--- src/rtl/adder_stream_fifo.sv ---
// Streaming add/subtract unit. Each accepted operand pair produces a WIDTH+1 bit result,
// which is held in a DEPTH-entry FIFO until the consumer takes it.
module adder_stream_fifo #(
    parameter int unsigned WIDTH = 8,
    parameter int unsigned DEPTH = 4,
    parameter int unsigned CW    = $clog2(DEPTH + 1)
) (
    input  logic             clk,
    input  logic             rstn,
    input  logic             valid_i,
    output logic             ready_i,
    input  logic [WIDTH-1:0] data1_i,
    input  logic [WIDTH-1:0] data2_i,
    input  logic             op_i,
    output logic             valid_o,
    input  logic             ready_o,
    output logic [WIDTH:0]   data_out_o,
    output logic [CW-1:0]    count_o
);

    localparam int unsigned   PW        = $clog2(DEPTH);
    localparam logic [CW-1:0] FullCount = CW'(DEPTH);
    localparam logic [PW-1:0] LastPtr   = PW'(DEPTH - 1);

    logic [WIDTH:0]  mem_q [DEPTH];
    logic [PW-1:0]   wr_ptr_q, wr_ptr_d;
    logic [PW-1:0]   rd_ptr_q, rd_ptr_d;
    logic [CW-1:0]   count_q, count_d;

    logic [WIDTH:0]  opnd_a, opnd_b, result;
    logic            full, empty, push, pop;

    function automatic logic [PW-1:0] ptr_next(input logic [PW-1:0] ptr);
        return (ptr == LastPtr) ? '0 : ptr + PW'(1);
    endfunction

    // Zero-extension makes the MSB carry-out for add and borrow for subtract.
    always_comb begin
        opnd_a = {1'b0, data1_i};
        opnd_b = {1'b0, data2_i};
        result = op_i ? (opnd_a - opnd_b) : (opnd_a + opnd_b);
    end

    always_comb begin
        full    = (count_q == FullCount);
        empty   = (count_q == '0);
        ready_i = rstn && !full;
        valid_o = rstn && !empty;
        push    = valid_i && ready_i;
        pop     = valid_o && ready_o;
        count_o = rstn ? count_q : '0;
    end

    always_comb begin
        wr_ptr_d = wr_ptr_q;
        rd_ptr_d = rd_ptr_q;
        count_d  = count_q;
        if (push) begin
            wr_ptr_d = ptr_next(wr_ptr_q);
        end
        if (pop) begin
            rd_ptr_d = ptr_next(rd_ptr_q);
        end
        case ({push, pop})
            2'b10:   count_d = count_q + CW'(1);
            2'b01:   count_d = count_q - CW'(1);
            default: count_d = count_q;
        endcase
    end

    always_ff @(posedge clk) begin
        if (!rstn) begin
            wr_ptr_q <= '0;
            rd_ptr_q <= '0;
            count_q  <= '0;
        end else begin
            wr_ptr_q <= wr_ptr_d;
            rd_ptr_q <= rd_ptr_d;
            count_q  <= count_d;
        end
    end

    // Storage needs no reset; entries are only observed once the count covers them.
    always_ff @(posedge clk) begin
        if (push) begin
            mem_q[wr_ptr_q] <= result;
        end
    end

    assign data_out_o = mem_q[rd_ptr_q];

endmodule
--- config.mk ---
export PLATFORM = sky130hd
export DESIGN_NAME = adder_stream_fifo
export DESIGN_NICKNAME = d
export VERILOG_FILES = /design/src/rtl/adder_stream_fifo.sv
export SDC_FILE = /design/constraint.sdc
export NUM_CORES = 1
export LEC_CHECK = 0
export CORE_MARGIN = 5
export CORE_UTILIZATION = 50
export DETAILED_ROUTE_END_ITERATION = 10
export GPL_ROUTABILITY_DRIVEN = 0
export PLACE_DENSITY = 0.77
export SLEW_MARGIN = 20
export SYNTH_ARGS = -nofsm -noshare
export SYNTH_HDL_FRONTEND = slang
export SYNTH_SLANG_ARGS = --single-unit
--- constraint.sdc ---
create_clock -name clk -period 2.8 [get_ports clk]
set_input_delay 0.28 -clock clk [delete_from_list [all_inputs] [get_ports clk]]
set_output_delay 0.28 -clock clk [all_outputs]
set_load 0.03 [all_outputs]
==> metrics.md <==
| Metric | Value |
|---|---|
| Worst-case clock buffer depth | 2 |
| Area Growth Syn to Fin | 22.74% |
| Hold Path Sink | rd_ptr_q[1]$_SDFFE_PN0P_ |
| Starting density of the core | 52.25% |
| DP HPWL | 3.270 mm |
| Worst hold path class | reg -> reg |
| Clk_skew | 0.004724 ns |
| Async S/R FF share, synth | 0% |
| Largest net degree at the start of global routing | 14 |
| Post-synth EDFFs | 36 |
| Ys flop type | edfxtp_1 |
| H-Tree Depth | 2 |
| Worst EP required | 2.82 ns |
| Finished Core Util | 64.13% |
| Vert. Die Dim | 78.15 µm |
| Yosys warns | 0 |
| Worst-margin pin slew | 0.5837 ns |
| Status | finished, final reports clean |
| Slack of the critical path | 0.2541 ns |
| Clk sink count | 45 |
| First-pass iteration count of the detailed router | 4 |
| Worst reg2reg endpoint | count_q[2]$_SDFFE_PN0P_ |
| Final Cell Area | 2850 µm² |
| Root Buffer | clkbuf_8 |
| Wire per inst | 15.39 µm |
| Reg-to-reg setup timing slack | 0.52 ns |
| CP arrival | 2.57 ns |
| Die Wd | 78.15 µm |
| Mapped Cells | 172 |
| RSZ-0062 raised after global routing | false |
| R2r worst-path depth | 8 |
| Hold depth | 2 |
| CTS buffer count | 5 |
| Mapped cell area | 2322 µm² |
| CP endpoint kind | flop |
| CTS hold repair buffers | 0 |
| DP Worst Slack | -0.05029 ns |
| Core area | 4444 µm² |
| First-pass GRT wire length | 7.203 mm |
| Final Cycle Share | 90.92% |
| All-Layer GR Usage | 14.97% |
| Die area | 6107 µm² |
| RR Startpoint | count_q[2]$_SDFFE_PN0P_ |
| Cts repair resizes | 0 |
| Drt via density | 5.411 |
| ANT nets after route | 0 |
| Wirelength, routed | 4.079 mm |
| Final hold vios | 0 |
| # setup viols final | 0 |
| Initial antenna violation count | 0 |
| Worst-path clk slew | 0.08 ns |
| Placed cell areas | 2734 µm² |
| CP peak stage delay | 0.50 ns |
| Power per cell area | 588.8 nW/µm² |
| Final #Nets | 250 |
| Yosys reg bits | 45 |
| Maximum VDD drop | 245.2 µV |
| ANT cells | 0 |
| Post-layout power | 1.678 mW |
| Hold path start | rd_ptr_q[1]$_SDFFE_PN0P_ |
| Netlist cell types | 40 |
| Final hold slack | 0.4913 ns |
| Crit path max-delay cell type | clkdlybuf4s50_1 |
| Grt total ovfl | 0 |
| Vias in the first global route | 1601 |
| Worst skew pair latency | 0.28 ns |
| Crit path kind | in -> reg |
| Vias | 1434 |
| Drt first-iter violations | 89 |
| Critical Path Fanout Max | 4 |
| I/O Pins | 35 |
| Syn avg cell area | 13.50 µm² |
| Row count | 24 |
| Most frequent cells in the layout | edfxtp_1 (36), clkdlybuf4s50_1 (34), inv_1 (15), ha_1 (15) |
| Crit-path cells | clkdlybuf4s50_1, inv_1, ha_1, mux2_2, inv_1, ha_1, nor2b_1, o2111a_1, nor4_1, and3b_1 |
| Max Cap Viol | 0 |
| Minimum clock period | 2.546 ns |
| Layout cell share with drive strength beyond 1 | 12.21% |
| Post-CTS Setup Bufs | 0 |
| # DRC | 0 |
| LEAKAGE | 1.031 nW |
| Max-slew headroom | 61.03% |
| Post-synthesis net count | 210 |
| Max Fclk | 392.8 MHz |
| Fill count | 350 |
| Slew Viols, Final | 0 |
| Startpoint type of the worst setup path | input pin |
| CTS tree | done |
| IO Port Bufs | 34 |
| Sequential area share after synthesis | 54.31% |
| Most common cell after layout, fill and taps aside | edfxtp_1 |
## cells in the mapped netlist, types with 2 or more instances
cell      count  share of area [%]
fa_1          2                1.7
mux4_2        9                8.7
a31oi_1       2               0.54
edfxtp_1     36                 47
or3_1         4                1.1
a21oi_1       4               0.86
dfxtp_1       9                7.8
o21ai_0       3               0.65
inv_1        15                2.4
and2_2        2               0.65
and3_1        4                1.1
clkbuf_1      2               0.32
xnor2_1      12                4.5
ha_1         15                8.1
and2_1        3               0.81
nor2b_1       4                1.1
o21a_1        3               0.97
nor3_1        2               0.43
xor2_1        2               0.75
nand2_1       4               0.65
a21boi_1      4                1.3
o211ai_1      2               0.65
nor2_1       12                1.9
## cell type report
| cell class | instances | area (µm²) | share of cell area, % |
|---|---|---|---|
| sequential | 45 | 1261 | 44.25 |
| multi-input combinational | 108 | 988.4 | 34.68 |
| timing repair buffer | 37 | 362.8 | 12.73 |
| clock buffer | 7 | 86.33 | 3.029 |
| tap | 52 | 65.06 | 2.283 |
| inverter | 15 | 56.30 | 1.975 |
| clock inverter | 1 | 30.03 | 1.054 |
## sequential cells by signal, indices dropped and copies added, names as in the netlist, named ones only
signal,flops
count_q,3
mem_q,36
rd_ptr_q,2
wr_ptr_q,2
## critical path, delay by kind of cell
kind | cells | cell delay (ns)
simple gates | 3 | 0.64
compound gates | 1 | 0.27
buf+inv | 3 | 0.62
fa+ha+maj | 2 | 0.47
mux | 1 | 0.29
## through the flow
stage / setup TNS [ns] / instances
3_3_place_gp: 0 / 257
2_1_floorplan: 0 / 172
4_1_cts: 0 / 265
3_5_place_dp: -0.3575 / 257
6_report: 0 / 265
5_1_grt: 0 / 265
## worst max-delay path by stage
stage                          start  slack, ns  depth (start not counted)               endpoint
after global placement    data2_i[1]       0.05                         10  mem_q[0][7]$_DFFE_PP_
after detailed placement  data2_i[1]      -0.05                          9  mem_q[3][6]$_DFFE_PP_
after global routing      data2_i[0]       0.06                         10  mem_q[2][8]$_DFFE_PP_
after CTS                 data2_i[1]       0.25                          9  mem_q[2][6]$_DFFE_PP_
final                     data2_i[1]       0.25                         10  mem_q[0][7]$_DFFE_PP_
after floorplan                 op_i       0.59                          8  mem_q[0][7]$_DFFE_PP_
## logic make-up after synthesis
family          after synthesis  share of synthesized area [%]
flops                        45                          54.31
simple gates                 40                          9.105
compound gates               26                          8.729
buf+inv                      19                          3.125
fa+ha+maj                    17                          9.806
xor+xnor                     14                          5.280
mux                          11                          9.644
## power breakdown
group	switching, mW	total (mW)	internal (mW)
registers	0.0218	0.813	0.791
logic	0.205	0.386	0.182
clock network	0.189	0.479	0.291
## layer usage
metal | track usage (%) | share of wire, % | routed length [µm] | vias up
li1 | - | - | - | 712
met1 | 17.46 | 43 | 1746 | 691
met2 | 27.57 | 53 | 2151 | 29
met3 | 2.059 | 3.4 | 140 | 2
met4 | 6.294 | 1.0 | 41 | 0
met5 | 0 | 0 | 0 | -
(Power assumes the default switching activity.)
